==> config.mk <==
export PLATFORM = sky130hd
export DESIGN_NAME = dvi_timing_ctrl_flat
export DESIGN_NICKNAME = d
export VERILOG_FILES = /design/src/rtl/dvi_pkg.sv /design/src/rtl/dvi_timing_ctrl_if.sv /design/src/rtl/dvi_phase_counter.sv /design/src/rtl/dvi_timing_ctrl.sv /design/src/flat_wrapper.sv
export SDC_FILE = /design/constraint.sdc
export NUM_CORES = 1
export LEC_CHECK = 0
export ABC_CLOCK_PERIOD_IN_PS = 2600
export BUFFER_PORTS_ARGS = -buffer_cell sky130_fd_sc_hd__buf_2
export CAP_MARGIN = 15
export CELL_PAD_IN_SITES_DETAIL_PLACEMENT = 0
export CELL_PAD_IN_SITES_GLOBAL_PLACEMENT = 1
export CORE_UTILIZATION = 30
export CTS_BUF_LIST = sky130_fd_sc_hd__clkbuf_8
export CTS_CLUSTER_DIAMETER = 50
export CTS_CLUSTER_SIZE = 28
export DETAILED_ROUTE_END_ITERATION = 16
export GPL_TIMING_DRIVEN = 0
export PLACE_DENSITY = 0.61
export SETUP_SLACK_MARGIN = 0.15
export SLEW_MARGIN = 15
export SYNTH_ARGS = -nofsm -noshare
export SYNTH_HDL_FRONTEND = slang
export SYNTH_HIERARCHICAL = 1
export SYNTH_SLANG_ARGS = --single-unit
==> constraint.sdc <==
create_clock -name pix_clk -period 2.6 [get_ports pix_clk]
set_clock_uncertainty 0.1 [all_clocks]
set_input_delay 0.65 -clock pix_clk [delete_from_list [all_inputs] [get_ports pix_clk]]
set_output_delay 0.65 -clock pix_clk [all_outputs]
set_load 0.02 [all_outputs]
==> src/rtl/dvi_pkg.sv <==
// dvi_pkg: shared state/phase types and 720p default timing for the DVI timing controller
package dvi_pkg;
  typedef enum logic {IDLE, RUN} run_state_t;
  typedef enum logic [1:0] {ACTIVE, FP, SYNC, BP} phase_t;
  localparam int H_ACTIVE_720P = 1280;
  localparam int H_FP_720P = 110;
  localparam int H_SYNC_720P = 40;
  localparam int H_BP_720P = 220;
  localparam int V_ACTIVE_720P = 720;
  localparam int V_FP_720P = 5;
  localparam int V_SYNC_720P = 5;
  localparam int V_BP_720P = 20;
  localparam bit HS_POL_720P = 1'b1;
  localparam bit VS_POL_720P = 1'b1;
  localparam logic [23:0] FILL_RGB_720P = 24'h000000;
endpackage

==> src/rtl/dvi_timing_ctrl_if.sv <==
// dvi_timing_ctrl_if: show-ahead pixel source handshake between frame source and timing controller
interface dvi_timing_ctrl_if;
  logic pix_req;
  logic pix_valid;
  logic [23:0] pix_rgb;
  modport master (output pix_req, input pix_valid, input pix_rgb);
  modport slave (input pix_req, output pix_valid, output pix_rgb);
endinterface

==> src/rtl/dvi_phase_counter.sv <==
// dvi_phase_counter: wrapping counter split into ACTIVE/FP/SYNC/BP phases with a wrap strobe
module dvi_phase_counter
  import dvi_pkg::*;
#(
  parameter int W = 12,
  parameter int ACT = 1280,
  parameter int FP_LEN = 110,
  parameter int SYNC_LEN = 40,
  parameter int BP_LEN = 220
) (
  input  logic         pix_clk,
  input  logic         rst_n,
  input  logic         clr,
  input  logic         en,
  output logic [W-1:0] cnt,
  output phase_t       phase,
  output logic         wrap
);
  localparam int TOTAL = ACT + FP_LEN + SYNC_LEN + BP_LEN;
  localparam logic [W-1:0] LAST = W'(TOTAL - 1);
  localparam logic [W-1:0] FP_START = W'(ACT);
  localparam logic [W-1:0] SYNC_START = W'(ACT + FP_LEN);
  localparam logic [W-1:0] BP_START = W'(ACT + FP_LEN + SYNC_LEN);
  if (TOTAL > 2 ** W) begin : g_range_check
    $error("dvi_phase_counter: total %0d does not fit in %0d bits", TOTAL, W);
  end
  assign wrap = en && cnt == LAST;
  always_comb phase = cnt < FP_START ? ACTIVE : cnt < SYNC_START ? FP : cnt < BP_START ? SYNC : BP;
  always_ff @(posedge pix_clk)
    cnt <= (!rst_n || clr || wrap) ? '0 : en ? cnt + 1'b1 : cnt;
endmodule

==> src/rtl/dvi_timing_ctrl.sv <==
// dvi_timing_ctrl: raster timing, pixel fetch and registered TMDS encoder inputs
// Counters are decoded combinationally for pix_req; everything toward the encoders is one register later.
module dvi_timing_ctrl
  import dvi_pkg::*;
#(
  parameter int H_ACTIVE = H_ACTIVE_720P,
  parameter int H_FP = H_FP_720P,
  parameter int H_SYNC = H_SYNC_720P,
  parameter int H_BP = H_BP_720P,
  parameter int V_ACTIVE = V_ACTIVE_720P,
  parameter int V_FP = V_FP_720P,
  parameter int V_SYNC = V_SYNC_720P,
  parameter int V_BP = V_BP_720P,
  parameter bit HS_POL = HS_POL_720P,
  parameter bit VS_POL = VS_POL_720P,
  parameter logic [23:0] FILL_RGB = FILL_RGB_720P
) (
  input  logic                 pix_clk,
  input  logic                 rst_n,
  input  logic                 enable,
  dvi_timing_ctrl_if.master    pix,
  input  logic                 underrun_clr,
  output logic                 de,
  output logic [1:0]           ctrl_b,
  output logic [1:0]           ctrl_g,
  output logic [1:0]           ctrl_r,
  output logic [7:0]           data_r,
  output logic [7:0]           data_g,
  output logic [7:0]           data_b,
  output logic [11:0]          x,
  output logic [10:0]          y,
  output logic                 frame_start,
  output logic                 underrun
);
  localparam int H_TOTAL = H_ACTIVE + H_FP + H_SYNC + H_BP;
  localparam int V_TOTAL = V_ACTIVE + V_FP + V_SYNC + V_BP;
  if (H_TOTAL > 4096 || V_TOTAL > 2048) begin : g_size_check
    $error("dvi_timing_ctrl: raster %0dx%0d exceeds 4096x2048", H_TOTAL, V_TOTAL);
  end
  run_state_t state;
  logic [11:0] h;
  logic [10:0] v;
  phase_t h_ph, v_ph;
  logic h_wrap, v_wrap, run, active;
  assign run = state == RUN;
  assign active = run && h_ph == ACTIVE && v_ph == ACTIVE;
  assign pix.pix_req = active;
  assign ctrl_g = 2'b00;
  assign ctrl_r = 2'b00;
  dvi_phase_counter #(.W(12), .ACT(H_ACTIVE), .FP_LEN(H_FP), .SYNC_LEN(H_SYNC), .BP_LEN(H_BP)) u_h (
    .pix_clk(pix_clk), .rst_n(rst_n), .clr(!run), .en(run), .cnt(h), .phase(h_ph), .wrap(h_wrap)
  );
  // v only steps on h wrap, so vsync edges land on the h=0 boundary
  dvi_phase_counter #(.W(11), .ACT(V_ACTIVE), .FP_LEN(V_FP), .SYNC_LEN(V_SYNC), .BP_LEN(V_BP)) u_v (
    .pix_clk(pix_clk), .rst_n(rst_n), .clr(!run), .en(h_wrap), .cnt(v), .phase(v_ph), .wrap(v_wrap)
  );
  always_ff @(posedge pix_clk)
    if (!rst_n) begin
      state <= IDLE;
      de <= 1'b0;
      ctrl_b <= {~VS_POL, ~HS_POL};
      {data_r, data_g, data_b} <= '0;
      x <= '0;
      y <= '0;
      frame_start <= 1'b0;
      underrun <= 1'b0;
    end else begin
      state <= !run ? (enable ? RUN : IDLE) : (v_wrap && !enable) ? IDLE : RUN;
      de <= active;
      ctrl_b <= {(run && v_ph == SYNC) ? VS_POL : ~VS_POL, (run && h_ph == SYNC) ? HS_POL : ~HS_POL};
      {data_r, data_g, data_b} <= active ? (pix.pix_valid ? pix.pix_rgb : FILL_RGB) : '0;
      x <= active ? h : '0;
      y <= active ? v : '0;
      frame_start <= active && h == '0 && v == '0;
      underrun <= (active && !pix.pix_valid) || (underrun && !underrun_clr);
    end
endmodule
==> src/flat_wrapper.sv <==
// flat-port wrapper written by rule: the top's interface ports become plain ports
module dvi_timing_ctrl_flat import dvi_pkg::*;
#(
  parameter int H_ACTIVE = H_ACTIVE_720P,
  parameter int H_FP = H_FP_720P,
  parameter int H_SYNC = H_SYNC_720P,
  parameter int H_BP = H_BP_720P,
  parameter int V_ACTIVE = V_ACTIVE_720P,
  parameter int V_FP = V_FP_720P,
  parameter int V_SYNC = V_SYNC_720P,
  parameter int V_BP = V_BP_720P,
  parameter bit HS_POL = HS_POL_720P,
  parameter bit VS_POL = VS_POL_720P,
  parameter logic [23:0] FILL_RGB = FILL_RGB_720P
)
  (pix_clk, rst_n, enable, underrun_clr, de, ctrl_b, ctrl_g, ctrl_r, data_r, data_g, data_b, x, y, frame_start, underrun, pix_pix_req, pix_pix_valid, pix_pix_rgb);
  dvi_timing_ctrl_if pix_i ();
  input  logic pix_clk;
  input  logic rst_n;
  input  logic enable;
  input  logic underrun_clr;
  output logic de;
  output logic [1:0] ctrl_b;
  output logic [1:0] ctrl_g;
  output logic [1:0] ctrl_r;
  output logic [7:0] data_r;
  output logic [7:0] data_g;
  output logic [7:0] data_b;
  output logic [11:0] x;
  output logic [10:0] y;
  output logic frame_start;
  output logic underrun;
  output wire logic [$bits(pix_i.pix_req)-1:0] pix_pix_req;
  input wire logic [$bits(pix_i.pix_valid)-1:0] pix_pix_valid;
  input wire logic [$bits(pix_i.pix_rgb)-1:0] pix_pix_rgb;
  assign pix_pix_req = pix_i.pix_req;
  assign pix_i.pix_valid = pix_pix_valid;
  assign pix_i.pix_rgb = pix_pix_rgb;
  dvi_timing_ctrl #(.H_ACTIVE(H_ACTIVE), .H_FP(H_FP), .H_SYNC(H_SYNC), .H_BP(H_BP), .V_ACTIVE(V_ACTIVE), .V_FP(V_FP), .V_SYNC(V_SYNC), .V_BP(V_BP), .HS_POL(HS_POL), .VS_POL(VS_POL), .FILL_RGB(FILL_RGB)) u_core (.pix_clk(pix_clk), .rst_n(rst_n), .enable(enable), .pix(pix_i), .underrun_clr(underrun_clr), .de(de), .ctrl_b(ctrl_b), .ctrl_g(ctrl_g), .ctrl_r(ctrl_r), .data_r(data_r), .data_g(data_g), .data_b(data_b), .x(x), .y(y), .frame_start(frame_start), .underrun(underrun));
endmodule
# Yosys cells after proc, flatten, opt, wreduce, memory -nomap -nowiden
# Cells that the tools add are included.
# Widths: inputs -> output; s select.
# op_classes
n_addsub,2
n_lt_le_gt_ge,6
n_eq_ne,4
muxes,11
n_reduce_logical,26
# op_table
op,count
$lt 12x11->1 const B,3
$lt 11x10->1 const B,3
$add 12x1->12 const B,1
$eq 12x11->1 const B,1
$logic_not 12->1,1
$add 11x1->11 const B,1
$eq 11x10->1 const B,1
$logic_and 1x1->1,11
$logic_not 11->1,1
$mux 2,4
$mux 1,7
$logic_not 1->1,5
$eq 2x2->1 const B,2
$logic_not 2->1,2
$logic_or 1x1->1,4
$reduce_and 3->1,1
$reduce_and 2->1,1
# totals
regBits,76
out_inout_bits,57
elab_cells,61

# Longest topological paths before layout
# logic_depth
word_depth,9
depth_mapped,10

# By module
# The synthesis kept the hierarchy.
# modules_own_cells
mod,n_inst,cells_each,area_per_inst_um2,seq_area_each_um2
dvi_timing_ctrl,1,132,1569.0,1061.0
dvi_phase_counter (u_core.u_h),1,73,651.9,240.2
dvi_phase_counter (u_core.u_v),1,72,630.6,220.2

# Least setup slack after synthesis
# Ideal clock, no wire load.
# synth_path
kind,flip-flop to output port
start,register u_core.u_h.cnt[2]
end,output pix_pix_req
arrival_time_ns,1.936
slack_ns,-0.086
stages_incl_launch_ff,6
cell_sequence,dfxtp_1 -> a21o_1 -> a2111oi_0 -> o31ai_1 -> or3_4 -> nor3_1
# synth_between
elab_chain_len,7
elab_cells_between_ends,9
# synth_rtl
item,line,rtl
from (decl),dvi_phase_counter.sv:15,"output logic [W-1:0] cnt,"
from (signal assigned),dvi_phase_counter.sv:30,cnt <= (!rst_n || clr || wrap) ? '0 : en ? cnt + 1'b1 : cnt;
$lt 12x11->1,dvi_phase_counter.sv:28,always_comb phase = cnt < FP_START ? ACTIVE : cnt < SYNC_START ? FP : cnt < BP_START ? SYNC : BP;
$mux 1,dvi_phase_counter.sv:28,
$mux 2,dvi_phase_counter.sv:28,
$mux 2 *,dvi_phase_counter.sv:28,
named net u_core.h_ph[0],dvi_timing_ctrl.sv:43,"phase_t h_ph, v_ph;"
$logic_not 2->1 *,dvi_timing_ctrl.sv:46,assign active = run && h_ph == ACTIVE && v_ph == ACTIVE;
$logic_and 1x1->1 * (2 in series),dvi_timing_ctrl.sv:46,
to (decl),flat_wrapper.sv:33,output wire logic [$bits(pix_i.pix_req)-1:0] pix_pix_req;
# Mark *: on every way through the listed nets, which the timed path passes. The rest lies on a longest branch.

# Worst setup path after layout
# Same ends and word-level chain as after synthesis.

==> reports/qor.yml <==
drc: 0
combPwrFrac_pct: 5.4
worstSetupPathType: "flop to output port"
min_period_ns: 2.79
endpoint_kind: "output port"
status: "finished with violations"
die_area_um2: 9900
start_util_pct: 30.9
routed_wl_mm: 6.75
wl_per_cell_um: 13.0
die_w_um: 99.5
num-fill-cells: 908
synth_top_cell_area_share_pct: 53.4
portBuffers: 81
core_um2: 9240
p_switching_w: 0.000540
vdd_ir_drop_max_v: 0.000278
gp_congestion: 0.726
static-leakage-power_nw: 1.76
p_seq_share_pct: 53.0
start_kind: "flop"
rows: 35
nets: 419
ant_nets: 0
drt_first_pass_iters: 4
antenna_found_initial: 0
ys_seq_elements: 76
setup_viol: 1
numCtsBuffers: 9
cts_sinks: 76
cp_max_fo: 4
die_y_um: 99.5
yosys_warnings: 6
pwr-share-clk_pct: 41.7
rsz0062_at_grt: "true"
clkTransAtPathRegs_ns: 0.08
grt_pass1_vias: 2207
synthTopCellsByCount: "dfxtp_1 (76), and3_1 (24), and2_1 (23)"
io_pins: 86
grt_start_max_net_pins: 16
cts_buffer_depth: 2
synth_area_um2: 2850
finalMaxSlewViolations: 0
synth_top_area_cell: "dfxtp_1"
seq_area_um2: 1540
grt_use_total_pct: 14.0
pre_cts_ws_ns: -0.122
worstPathArrival_ns: 2.04
worst_slack_ns: -0.193
dp.final_hpwl_mm: 4.70
synth-edff-count: 0
grt_overflow: 0
hold_viol_final: 0
worstSkewPairLatency_ns: 0.35
max_freq_mhz: 358
drive_gt1_share_pct: 40.2
initialDrtViolationCount: 116
cts_tree: "yes"
syn_inst: 277
hp-class: "input port to flop"
vias: 2373
p_int_w: 0.00169
maxCapViolations: 0
cts_root_buffer: "clkbuf_8"
synth_top_cells_by_area: "dfxtp_1 (53%), and3_1 (5.3%), and2_1 (5.0%)"
grt_first_pass_wirelength_mm: 10.7
ys_seq_area_share_pct: 53.4
finalPower_w: 0.00223
areaGrowthSynthToFinish_pct: 36.4
avgSynthCellArea_um2: 10.3
power_density_nw_per_um2: 573
multi_input_area_um2: 1280
yosysMostFrequentCell: "dfxtp_1"
crit_required_ns: 1.85
htree_levels: 3
min_period_over_period_pct: 107
switching_share_pct: 24.2
async_reset_ff_share_pct: 0
viasPerCell: 4.56
violations: "setup timing"
n_antenna_cell: 0
synthFlopType: "dfxtp_1"
cts_hold_buf: 0
ys_types: 47
-- layout by cell type, fill, tap and decap left out, drive strengths merged, types with 8 or more instances in the layout --
cell type / Yosys / routed
clkbuf: 6 / 15
inv: 5 / 8
and2: 23 / 23
nand3: 8 / 8
xnor2: 8 / 8
nand2: 10 / 10
and3: 25 / 25
dfxtp: 76 / 76
buf: 12 / 107
nor2: 22 / 22
-- worst paths after layout --
path	from	endpoint	slack, ns	cells past startpoint
setup / recovery	u_core/u_h/cnt[2]	pix_pix_req	-0.19	6
hold / removal	underrun_clr	u_core/underrun	0.38	2
hold reg to reg	u_core/u_h/cnt[4]	u_core/x[4]	0.38	1
setup reg to reg	u_core/u_h/cnt[1]	u_core/u_v/cnt[10]	0.16	9
-- power by group through the flow --
stage / combinational, W / clock (W) / sequential (W)
2_1_floorplan: 0.0000507 / 0 / 0.00122
3_3_place_gp: 0.000111 / 0 / 0.00121
3_5_place_dp: 0.000111 / 0 / 0.00121
4_1_cts: 0.000120 / 0.000961 / 0.00118
5_1_grt: 0.000130 / 0.00101 / 0.00118
6_report: 0.000119 / 0.000928 / 0.00118
-- state kept, by name, indices dropped and copies added, names as in the netlist, 2 cells and up --
register        cells
u_core/ctrl_b       2
u_core/data_b       8
u_core/data_g       8
u_core/data_r       8
u_core/u_h/cnt     12
u_core/u_v/cnt     11
u_core/x           12
u_core/y           11
-- final cells by class --
class,count,share of cell area (%)
buffer,18,3.60
clock buffer,9,3.19
clock inverter,7,2.16
inverter,5,0.547
multi-input combinational,181,33.0
sequential,76,39.6
tap,129,4.15
timing repair buffer,95,13.7
-- cells by family (layout without fill, tap and decap cells) --
group                    after synthesis  in the layout  share of synthesized area, %
AND/OR/NAND/NOR                      128            128                          27.7
flip-flops                            76             76                          53.4
AO/OA/AOI/OAI                         30             30                          7.46
buffers and inverters                 23            134                          5.00
XOR/XNOR                              15             15                          4.61
adder cells (fa/ha/maj)                4              4                          1.76
other                                  1              4                         0.132
-- what timing repair did --
item,CTS,global route
pin swaps,11,5
gates resized for setup,33,5
setup endpoints to repair,20,13
setup buffers,12,2
-- routing by layer --
layer | GRT usage [%] | vias up | part of all wire [%]
met5 | 0 | - | 0
met4 | 5.54 | 0 | 1.2
met3 | 4.85 | 6 | 7.9
met2 | 22.1 | 82 | 45
met1 | 17.6 | 1106 | 46
li1 | - | 1179 | -
-- through the flow --
step	area, µm²	hold WS [ns]	std cells	setup TNS [ns]	utilization [%]
6_report	3890	0.377	520	-0.193	42.1
3_3_place_gp	3440	0.351	490	-0.113	37.2
2_1_floorplan	2870	0.348	280	0	-
4_1_cts	3860	0.356	518	-0.270	41.8
3_5_place_dp	3440	0.370	490	-0.122	37.2
5_1_grt	3890	0.359	520	-0.312	42.1
-- critical path, stage by stage (launching register included) --
cell,delay (ns)
dfxtp_4,0.37
a21o_1,0.18
a2111oi_4,0.32
o31ai_2,0.11
or3_4,0.37
nor3_4,0.19
buf_6,0.15
Note: power is estimated with default switching activity, not from simulation.
